**src/rtl/bus_master_pkg.sv**
```systemverilog
// Shared protocol definitions for the accelerator master bus: opcodes, field positions,
// transmitter state encoding and the latched job descriptor.
package bus_master_pkg;

  localparam logic [4:0] OP_NOOP         = 5'h00;
  localparam logic [4:0] OP_START_IMAGE  = 5'h01;
  localparam logic [4:0] OP_START_FILTER = 5'h02;
  localparam logic [4:0] OP_SET_OUTPUT   = 5'h03;
  localparam logic [4:0] OP_FILTER_INFO  = 5'h04;
  localparam logic [4:0] OP_FILTER_BIAS  = 5'h05;
  localparam logic [4:0] OP_IMAGE_INFO   = 5'h06;
  localparam logic [4:0] OP_DATA         = 5'h07;
  localparam logic [4:0] OP_RUN_ACCEL    = 5'h08;
`ifdef BUS_MASTER_PREAMBLE_RST_EN
  localparam logic [4:0] OP_PROTOCOL_RST = 5'h1F;
`endif

  localparam int META_HI = 22;
  localparam int META_LO = 18;
  localparam int DATA_HI = 17;
  localparam int DATA_LO = 0;

  typedef enum logic [3:0] {
    ST_IDLE      = 4'd0,
    ST_IMG_START = 4'd1,
    ST_IMG_INFO  = 4'd2,
    ST_IMG_DATA  = 4'd3,
    ST_FLT_START = 4'd4,
    ST_FLT_INFO  = 4'd5,
    ST_FLT_BIAS  = 4'd6,
    ST_FLT_DATA  = 4'd7,
    ST_SET_OUT   = 4'd8,
    ST_RUN       = 4'd9
`ifdef BUS_MASTER_PREAMBLE_RST_EN
    , ST_PRE_RST = 4'd10
`endif
  } state_t;

  typedef struct packed {
    logic [15:0] image_offset;
    logic [7:0]  image_dim;
    logic [8:0]  image_depth;
    logic [15:0] image_words;
    logic [15:0] filter_offset;
    logic [1:0]  filter_halfsize;
    logic [2:0]  filter_stride;
    logic [12:0] filter_length;
    logic [17:0] filter_bias;
    logic [15:0] output_offset;
  } job_desc_t;

endpackage

```
**src/rtl/bus_master_if.sv**
```systemverilog
// Host-side job/data handshake and accelerator bus output of the bus master.
// The master modport is the transmitter's view; slave is the host/DMA view.
interface bus_master_if;

  logic        job_valid;
  logic        job_ready;
  logic [15:0] image_offset;
  logic [7:0]  image_dim;
  logic [8:0]  image_depth;
  logic [15:0] image_words;
  logic [15:0] filter_offset;
  logic [1:0]  filter_halfsize;
  logic [2:0]  filter_stride;
  logic [12:0] filter_length;
  logic [17:0] filter_bias;
  logic [15:0] output_offset;
  logic [17:0] data_in;
  logic        data_valid;
  logic        data_ready;
  logic [23:0] master_bus;
  logic        busy;
  logic        done;

  modport master (
    input  job_valid, image_offset, image_dim, image_depth, image_words,
           filter_offset, filter_halfsize, filter_stride, filter_length,
           filter_bias, output_offset, data_in, data_valid,
    output job_ready, data_ready, master_bus, busy, done
  );

  modport slave (
    output job_valid, image_offset, image_dim, image_depth, image_words,
           filter_offset, filter_halfsize, filter_stride, filter_length,
           filter_bias, output_offset, data_in, data_valid,
    input  job_ready, data_ready, master_bus, busy, done
  );

endinterface

```
**src/rtl/bus_word_pack.sv**
```systemverilog
// Forms one 24-bit bus word from a 5-bit meta opcode and an 18-bit payload.
module bus_word_pack
  import bus_master_pkg::*;
(
  input  logic [4:0]  meta,
  input  logic [17:0] data,
  output logic [23:0] word
);

  always_comb begin
    word                  = '0;
    word[META_HI:META_LO] = meta;
    word[DATA_HI:DATA_LO] = data;
  end

endmodule

```
**src/rtl/bus_master.sv**
```systemverilog
// Serialises one convolution job (descriptor + image/filter data stream) onto the accelerator
// master bus. Define BUS_MASTER_PREAMBLE_RST_EN to prefix every job with a PROTOCOL_RST word.
module bus_master
  import bus_master_pkg::*;
(
  input logic          clk,
  input logic          rst_n,
  bus_master_if.master bus
);

  state_t      state;
  job_desc_t   desc;
  logic [15:0] remaining;
  logic [4:0]  word_meta;
  logic [17:0] word_data;
  logic [23:0] word;
  logic        in_data_state;
  logic        take;

  assign in_data_state  = (state == ST_IMG_DATA) || (state == ST_FLT_DATA);
  assign bus.data_ready = in_data_state && (remaining != 16'd0);
  assign bus.job_ready  = (state == ST_IDLE);
  assign bus.busy       = (state != ST_IDLE);
  assign take           = bus.data_valid && bus.data_ready;

  // Word the current state puts on the bus at the next edge; stalled data cycles stay NOOP.
  always_comb begin
    word_meta = OP_NOOP;
    word_data = '0;
    case (state)
`ifdef BUS_MASTER_PREAMBLE_RST_EN
      ST_PRE_RST: word_meta = OP_PROTOCOL_RST;
`endif
      ST_IMG_START: begin
        word_meta = OP_START_IMAGE;
        word_data = {2'b00, desc.image_offset};
      end
      ST_IMG_INFO: begin
        word_meta = OP_IMAGE_INFO;
        word_data = {1'b0, desc.image_depth, desc.image_dim};
      end
      ST_IMG_DATA, ST_FLT_DATA: begin
        if (take) begin
          word_meta = OP_DATA;
          word_data = bus.data_in;
        end
      end
      ST_FLT_START: begin
        word_meta = OP_START_FILTER;
        word_data = {2'b00, desc.filter_offset};
      end
      ST_FLT_INFO: begin
        word_meta = OP_FILTER_INFO;
        word_data = {desc.filter_halfsize, desc.filter_stride, desc.filter_length};
      end
      ST_FLT_BIAS: begin
        word_meta = OP_FILTER_BIAS;
        word_data = desc.filter_bias;
      end
      ST_SET_OUT: begin
        word_meta = OP_SET_OUTPUT;
        word_data = {2'b00, desc.output_offset};
      end
      ST_RUN: word_meta = OP_RUN_ACCEL;
      default: ;
    endcase
  end

  bus_word_pack u_pack (
    .meta (word_meta),
    .data (word_data),
    .word (word)
  );

  always_ff @(posedge clk or negedge rst_n) begin
    if (!rst_n) begin
      state          <= ST_IDLE;
      desc           <= '0;
      remaining      <= '0;
      bus.master_bus <= '0;
      bus.done       <= 1'b0;
    end else begin
      bus.master_bus <= word;
      bus.done       <= (state == ST_RUN);
      case (state)
        ST_IDLE: begin
          if (bus.job_valid) begin
            desc.image_offset    <= bus.image_offset;
            desc.image_dim       <= bus.image_dim;
            desc.image_depth     <= bus.image_depth;
            desc.image_words     <= bus.image_words;
            desc.filter_offset   <= bus.filter_offset;
            desc.filter_halfsize <= bus.filter_halfsize;
            desc.filter_stride   <= bus.filter_stride;
            desc.filter_length   <= bus.filter_length;
            desc.filter_bias     <= bus.filter_bias;
            desc.output_offset   <= bus.output_offset;
`ifdef BUS_MASTER_PREAMBLE_RST_EN
            state <= ST_PRE_RST;
`else
            state <= ST_IMG_START;
`endif
          end
        end
`ifdef BUS_MASTER_PREAMBLE_RST_EN
        ST_PRE_RST:   state <= ST_IMG_START;
`endif
        ST_IMG_START: state <= ST_IMG_INFO;
        ST_IMG_INFO: begin
          if (desc.image_words == 16'd0) begin
            state <= ST_FLT_START;
          end else begin
            state     <= ST_IMG_DATA;
            remaining <= desc.image_words;
          end
        end
        ST_IMG_DATA: begin
          if (take) begin
            remaining <= remaining - 16'd1;
            if (remaining == 16'd1) state <= ST_FLT_START;
          end
        end
        ST_FLT_START: state <= ST_FLT_INFO;
        ST_FLT_INFO:  state <= ST_FLT_BIAS;
        ST_FLT_BIAS: begin
          if (desc.filter_length == 13'd0) begin
            state <= ST_SET_OUT;
          end else begin
            state     <= ST_FLT_DATA;
            remaining <= {3'b000, desc.filter_length};
          end
        end
        ST_FLT_DATA: begin
          if (take) begin
            remaining <= remaining - 16'd1;
            if (remaining == 16'd1) state <= ST_SET_OUT;
          end
        end
        ST_SET_OUT: state <= ST_RUN;
        ST_RUN:     state <= ST_IDLE;
        default:    state <= ST_IDLE;
      endcase
    end
  end

endmodule

```
**src/flat_wrapper.sv**
```systemverilog
// flat-port wrapper written by rule: the top's interface ports become plain ports
module bus_master_flat import bus_master_pkg::*;
  (clk, rst_n, bus_job_valid, bus_image_offset, bus_image_dim, bus_image_depth, bus_image_words, bus_filter_offset, bus_filter_halfsize, bus_filter_stride, bus_filter_length, bus_filter_bias, bus_output_offset, bus_data_in, bus_data_valid, bus_job_ready, bus_data_ready, bus_master_bus, bus_busy, bus_done);
  bus_master_if bus_i ();
  input logic clk;
  input logic rst_n;
  input wire logic [$bits(bus_i.job_valid)-1:0] bus_job_valid;
  input wire logic [$bits(bus_i.image_offset)-1:0] bus_image_offset;
  input wire logic [$bits(bus_i.image_dim)-1:0] bus_image_dim;
  input wire logic [$bits(bus_i.image_depth)-1:0] bus_image_depth;
  input wire logic [$bits(bus_i.image_words)-1:0] bus_image_words;
  input wire logic [$bits(bus_i.filter_offset)-1:0] bus_filter_offset;
  input wire logic [$bits(bus_i.filter_halfsize)-1:0] bus_filter_halfsize;
  input wire logic [$bits(bus_i.filter_stride)-1:0] bus_filter_stride;
  input wire logic [$bits(bus_i.filter_length)-1:0] bus_filter_length;
  input wire logic [$bits(bus_i.filter_bias)-1:0] bus_filter_bias;
  input wire logic [$bits(bus_i.output_offset)-1:0] bus_output_offset;
  input wire logic [$bits(bus_i.data_in)-1:0] bus_data_in;
  input wire logic [$bits(bus_i.data_valid)-1:0] bus_data_valid;
  output wire logic [$bits(bus_i.job_ready)-1:0] bus_job_ready;
  output wire logic [$bits(bus_i.data_ready)-1:0] bus_data_ready;
  output wire logic [$bits(bus_i.master_bus)-1:0] bus_master_bus;
  output wire logic [$bits(bus_i.busy)-1:0] bus_busy;
  output wire logic [$bits(bus_i.done)-1:0] bus_done;
  assign bus_i.job_valid = bus_job_valid;
  assign bus_i.image_offset = bus_image_offset;
  assign bus_i.image_dim = bus_image_dim;
  assign bus_i.image_depth = bus_image_depth;
  assign bus_i.image_words = bus_image_words;
  assign bus_i.filter_offset = bus_filter_offset;
  assign bus_i.filter_halfsize = bus_filter_halfsize;
  assign bus_i.filter_stride = bus_filter_stride;
  assign bus_i.filter_length = bus_filter_length;
  assign bus_i.filter_bias = bus_filter_bias;
  assign bus_i.output_offset = bus_output_offset;
  assign bus_i.data_in = bus_data_in;
  assign bus_i.data_valid = bus_data_valid;
  assign bus_job_ready = bus_i.job_ready;
  assign bus_data_ready = bus_i.data_ready;
  assign bus_master_bus = bus_i.master_bus;
  assign bus_busy = bus_i.busy;
  assign bus_done = bus_i.done;
  bus_master u_core (.clk(clk), .rst_n(rst_n), .bus(bus_i));
endmodule
```
**config.mk**
```make
export PLATFORM = sky130hd
export DESIGN_NAME = bus_master_flat
export DESIGN_NICKNAME = d
export VERILOG_FILES = /design/src/rtl/bus_master_pkg.sv /design/src/rtl/bus_master_if.sv /design/src/rtl/bus_word_pack.sv /design/src/rtl/bus_master.sv /design/src/flat_wrapper.sv
export SDC_FILE = /design/constraint.sdc
export NUM_CORES = 1
export LEC_CHECK = 0
export ABC_AREA = 1
export BUFFER_PORTS_ARGS = -buffer_cell sky130_fd_sc_hd__clkbuf_2
export CORE_MARGIN = 1.5
export CORE_UTILIZATION = 55
export CTS_CLUSTER_DIAMETER = 50
export CTS_CLUSTER_SIZE = 12
export DETAILED_ROUTE_END_ITERATION = 6
export PLACE_DENSITY_LB_ADDON = 0.05
export SYNTH_ARGS = -nofsm -noshare
export SYNTH_HDL_FRONTEND = slang
export SYNTH_HIERARCHICAL = 1
export SYNTH_SLANG_ARGS = --single-unit
```
**constraint.sdc**
```tcl
create_clock -name clk -period 1.8 [get_ports clk]
set_input_delay 0.27 -clock clk [delete_from_list [all_inputs] [get_ports clk]]
set_output_delay 0.27 -clock clk [all_outputs]
set_load 0.01 [all_outputs]
```
==> out/summary.txt, run 1 <==
Pleak - 4.85 nW
met2 wire len - 9800 µm
# rows - 43
Clock Skew - 0.0186 ns
DRT Pass-1 Iters - 5
post-synth cell types - 35
average cell area after synthesis - 9.31 µm²
number of CTS-inserted buffers - 17
Worst Path Max Fanout - 4
WL/cell - 16.7 µm
fin. max-slew vios - 0
Max Used Layer - met4
commonest non-fill, non-tap cell in the layout - nand2_1
Fin. Hold Viols - 0
clk sinks - 162
CTS root buf - clkbuf_16
CTS tree - built
Finished Layout Cells - 1,199
Setup crit start kind - register
cell class contributing the biggest share of worst-path delay - flip-flops
Die Span Y - 122 µm
Reg-to-Reg Start - u_core/state[1]
Crit Path Category - reg -> out
flop2flop setup slack - 0.07 ns
Metal-1 WL - 8470 µm
worst path bufs/invs - 1
met3 routed WL - 1370 µm
number of flops mapped to enable cells by yosys - 0
ratio of cells with drive above 1 in the final layout - 34.5%
Worst EP required - 1.53 ns
clock buffer depth - 2
PwrDens - 1800 nW/µm²
Post-synth ARST share - 100%
sequential fraction of the synthesis area - 52.0%
Synth Warn # - 6
Inst Count DP - 1,163
die area - 14,900 µm²
Die X - 122 µm
Clock Latency Late Sink - 0.43 ns
GP Congestion - 0.897
antenna-violating nets left - 0
top_reg_cell synth - dfrtp_1
CP dominant cell by count - nor2_2
final WL - 20,000 µm
diode count - 0
total power - 17.2 mW
RSZ-0062 raised after global routing - true
post-layout min period - 1.74 ns
final core area utilization - 68.6%
worst min-delay path class - in -> reg
largest net degree at the start of global routing - 49
initial antenna violation count - 0
GRT Overall Usage - 28.1%
VDD IR max - 1070 µV
total number of vias - 6,416
MaxCap Viol Count - 0
HP Start - bus_data_in[13]
Peak Freq - 575 MHz
#FFs+latches synth - 162
most frequent cells in the layout - 232 x nand2_1, 165 x clkbuf_2, 157 x dfrtp_1
vias per inst - 5.35
Starting Density - 56.2%
Cell Chain, Critical Path - nor2_2 > nand2_1 > nor2_2 > a21oi_2 > clkbuf_2
slowest CP cell - dfrtp_1
H-tree levels - 4
gr ovfl total - 0
WP data arrival - 1.47 ns
# setup viols final - 0
Post-Syn Area - 7800 µm²
CP endpoint kind - output port
slowest stage delay, CP - 0.43 ns
total core area - 13,900 µm²
area growth from synthesis to layout - 22.0%
HPWL after detailed placement - 14,700 µm
PortBufs - 166
CP startpoint - u_core/remaining[4]
CTS clk-pin slew, worst paths - 0.06 ns
drc violations - 0
first-pass GRT wire length - 31,900 µm
Setup TNS - 0 ns
Final nets - 1,148
fin crit share - 96.6%
syn_nets - 980
IO Count - 167
initial DRC count - 473
Post-Synthesis Cells - 838
run status - complete, no violations
vias in the first global route - 6,354
## final cells by class
type,count,area [µm²]
clock inverters,12,130
inverters,69,259
well taps,180,225
clock buffers,20,447
multi-input cells,556,3200
fillers,1116,4360
repair buffers,200,1200
flip-flops and latches,162,4060
## cells in the mapped netlist (2+ instances only)
library cell  number  area share (%)
mux2_1             7             1.0
nor2_1            81             3.9
buf_6              8             1.2
nor3b_1            2            0.19
nand3_1           35             2.2
a22o_1             4            0.45
o221ai_1           2            0.22
inv_2              5            0.24
dfrtp_1          162              52
nand3b_1           5            0.48
conb_1             2           0.096
and3_1             2            0.16
nand2_1          232              11
o21ai_0           18             1.2
a21oi_1           34             2.2
buf_2             18             1.2
o22ai_1            4            0.32
nand2_2            5            0.40
nor2_2             6            0.48
inv_1             64             3.1
a211oi_1           3            0.29
nor3_1             2            0.13
buf_4             24             2.3
ha_1               3            0.48
mux2_2            87              13
nand4_1           12            0.96
o21bai_1           3            0.29
## sequential cells by signal (all words and copies together) (netlist names)
signal	cells
u_core/bus.master_bus	24
u_core/state	4
u_core/bus.done	1
u_core/remaining	16
u_core/desc	117
## per-layer routing
metal	vias to the layer above	track usage [%]
li1	3020	-
met1	3115	38.2
met2	250	45.7
met3	31	6.18
met4	0	7.99
met5	-	0
## logic make-up after synthesis
family	share of synthesized area [%]
simple gates	20.6
flops	52.0
buf+inv	7.99
mux	13.6
compound gates	5.20
fa+ha+maj	0.481
other cells	0.0963
xor+xnor	0.112
## final timing paths
path	to	depth (start not counted)
worst max-delay path	bus_data_ready	5
worst min-delay path	u_core/bus.master_bus[13]	3
worst max register to register	u_core/bus.master_bus[10]	9
worst min register to register	u_core/desc[32]	1
max in group asynchronous	u_core/state[3]	3
min in group asynchronous	u_core/remaining[14]	2
## worst min-delay path, delay by kind of cell
kind                   cells  cell delay [ns]
and+or+nand+nor            2             0.09
buffers and inverters      1             0.08
## repair_timing
item | 4_1_cts | 5_1_grt
gates resized for setup | 7 | 18
buffers inserted | 2 | 1
setup endpoints to repair | 1 | 99
hold buffers | 1 | 0
pin swaps | 1 | 3
hold endpoints to repair | 35 | 0
## power breakdown
part | total [mW] | leakage [nW] | internal (mW) | switching, mW
registers | 6.54 | 1.92 | 5.43 | 1.11
logic | 7.07 | 2.64 | 3.10 | 3.97
clock network | 3.55 | 0.281 | 2.08 | 1.46
## per-stage QoR
stage	setup WS [ns]	area, µm²	hold slack, ns
final	0.0605	9520	0.0523
after global routing	-0.0731	9520	0.0525
after CTS	0.0154	9460	0.0454
after detailed placement	0.0538	8830	0.207
after global placement	0.113	8830	0.199
after floorplan	0.187	7800	-0.0256
No activity file was read; power rests on OpenSTA's default activity.
==> inputs of run 2 (changes only) <==
Settings changed: CORE_UTILIZATION 55 to 54, SKIP_CTS_REPAIR_TIMING set to 1.
==> run 2 against run 1 <==
Core utilization is 0.12 points lower. Critical path type unchanged. Largest cell class unchanged. Sequential power is 2% lower. Largest power group unchanged. Clock power is 3% lower. Die area is 1.8% higher. Highest routed layer unchanged. Critical endpoint unchanged. Critical path depth is 1 higher. Clock skew is 0.0067 ns lower.
==> out/summary.txt, run 2 (synthesized netlist as in run 1, its figures left out) <==
run status - complete, no violations (unchanged)
MaxCap Viol Count - 0 (unchanged)
RSZ-0062 raised after global routing - true (unchanged)
slowest stage delay, CP - 0.40 ns (was 0.43 ns)
post-route cell area - 9570 µm² (was 9520 µm²)
CP endpoint kind - output port (unchanged)
Starting Density - 55.8% (was 56.2%)
total core area - 14,000 µm² (was 13,900 µm²)
PwrDens - 1800 nW/µm² (about the same)
# setup viols final - 0 (unchanged)
number of CTS-inserted buffers - 17 (unchanged)
vias per inst - 5.14 (was 5.35)
Setup TNS - 0 ns (unchanged)
GR Util met2 - 40.9% (was 45.7%)
Die Span Y - 123 µm (was 122 µm)
# rows - 43 (unchanged)
HPWL after detailed placement - 14,000 µm (was 14,700 µm)
Setup crit start kind - register (unchanged)
worst path bufs/invs - 3 (was 1)
Biggest register - u_core/desc (unchanged)
Hold EP - u_core/bus.master_bus[13] (unchanged)
met1 Use GR - 37.7% (was 38.2%)
Placed Area - 8830 µm² (about the same)
Clock Latency Late Sink - 0.43 ns (about the same)
VDD IR max - 1020 µV (was 1070 µV)
Die X - 123 µm (was 122 µm)
Worst EP required - 1.53 ns (about the same)
total power - 17.2 mW (about the same)
area growth from synthesis to layout - 22.8% (was 22.0%)
antenna-violating nets left - 0 (unchanged)
diode count - 0 (unchanged)
grt met3 use - 5.72% (was 6.18%)
largest net degree at the start of global routing - 73 (was 49)
post-layout min period - 1.79 ns (was 1.74 ns)
Worst Path Max Fanout - 7 (was 4)
clk sinks - 162 (unchanged)
CTS root buf - clkbuf_16 (unchanged)
Cell Chain, Critical Path - nand2_2 > nor2_4 > buf_6 > inv_4 > a21oi_2 > buf_2 (was nor2_2 > nand2_1 > nor2_2 > a21oi_2 > clkbuf_2)
die area - 15,200 µm² (was 14,900 µm²)
ratio of cells with drive above 1 in the final layout - 35.2% (was 34.5%)
slowest CP cell - dfrtp_1 (unchanged)
drc violations - 0 (unchanged)
gr ovfl total - 0 (unchanged)
Largest register FFs - 117 (unchanged)
Crit Path Category - reg -> out (unchanged)
final WL - 19,500 µm (was 20,000 µm)
Clock Skew - 0.0119 ns (was 0.0186 ns)
fill count - 1,174 (was 1,116)
Hold Crit Depth - 3 (unchanged)
PortBufs - 166 (unchanged)
GP Congestion - 0.893 (was 0.897)
GRT Overall Usage - 26.7% (was 28.1%)
Largest regs - u_core/desc (117), u_core/bus.master_bus (24), u_core/remaining (16) (unchanged)
worst min-delay path class - in -> reg (unchanged)
Inst Count DP - 1,167 (was 1,163)
Final nets - 1,162 (was 1,148)
Finished Layout Cells - 1,211 (was 1,199)
first-pass GRT wire length - 30,200 µm (was 31,900 µm)
IO Count - 167 (unchanged)
HP Start - bus_data_in[13] (unchanged)
DRT Pass-1 Iters - 5 (unchanged)
fin. max-slew vios - 0 (unchanged)
Pleak - 4.91 nW (was 4.85 nW)
total number of vias - 6,222 (was 6,416)
most frequent cells in the layout - 229 x nand2_1, 163 x clkbuf_2, 162 x dfrtp_1 (was 232 x nand2_1, 165 x clkbuf_2, 157 x dfrtp_1)
reg2reg path depth - 9 (unchanged)
WP data arrival - 1.52 ns (was 1.47 ns)
initial DRC count - 408 (was 473)
clock buffer depth - 2 (unchanged)
WL/cell - 16.1 µm (was 16.7 µm)
final core area utilization - 68.4% (was 68.6%)
flop2flop setup slack - 0.06 ns (was 0.07 ns)
H-tree levels - 4 (unchanged)
initial antenna violation count - 0 (unchanged)
Reg-to-Reg Start - u_core/state[0] (was u_core/state[1])
commonest non-fill, non-tap cell in the layout - nand2_1 (unchanged)
RR Endpoint - u_core/desc[18] (was u_core/bus.master_bus[10])
CTS tree - built (unchanged)
Peak Freq - 559 MHz (was 575 MHz)
Most Crowded Layer GR - met2 (unchanged)
vias in the first global route - 5,927 (was 6,354)
cell class contributing the biggest share of worst-path delay - flip-flops (unchanged)
CTS clk-pin slew, worst paths - 0.06 ns (about the same)
fin crit share - 99.4% (was 96.6%)
Fin. Hold Viols - 0 (unchanged)
[run 2: worst max-delay path by stage]
stage / startpoint / to / slack (ns) / cells past startpoint
finish: u_core/state[0] / bus_data_ready / 0.01 / 6
global route: u_core/remaining[0] / bus_data_ready / -0.06 / 6
CTS: u_core/state[0] / bus_data_ready / -0.17 / 6
detailed placement: u_core/remaining[0] / u_core/remaining[0] / 0.11 / 10
global placement: u_core/state[1] / u_core/bus.master_bus[11] / 0.15 / 9
floorplan: u_core/remaining[9] / u_core/bus.master_bus[10] / 0.19 / 10
[run 2: metal layers]
layer	share of wire, %	up-vias	wire length [µm]
met3	6.7	26	1300
met2	46	216	9040
met5	0	-	0
li1	-	3045	-
met1	45	2935	8820
met4	1.9	0	368
[run 2: metrics by stage]
stage	worst slack (ns)	hold slack, ns
2_1_floorplan	0.187	-0.0256
3_3_place_gp	0.155	0.158
3_5_place_dp	0.105	0.156
4_1_cts	-0.168	-0.300
5_1_grt	-0.0616	0.0450
6_report	0.00997	0.0486
[run 2: layout make-up]
| class | instances | area, µm² | share of cell area (%) |
|---|---|---|---|
| tap | 180 | 225 | 2.35 |
| inverter | 69 | 268 | 2.80 |
| multi-input combinational | 557 | 3180 | 33.2 |
| timing repair buffer | 213 | 1280 | 13.4 |
| clock inverter | 8 | 80.1 | 0.836 |
| clock buffer | 22 | 484 | 5.06 |
| sequential | 162 | 4050 | 42.3 |
[run 2: power breakdown]
part / switching, mW / internal, mW
sequential: 1.01 / 5.42
clock: 1.41 / 2.03
combinational: 4.04 / 3.30
[run 2: worst reg2reg max path, stage by stage, from the launching register on]
cell and delay, ns:
dfrtp_1 0.40, buf_4 0.14, inv_2 0.03, nand2_1 0.07, inv_1 0.06, nand2_2 0.08, inv_2 0.05, nand2_4 0.16
buf_16 0.25, mux2_2 0.37
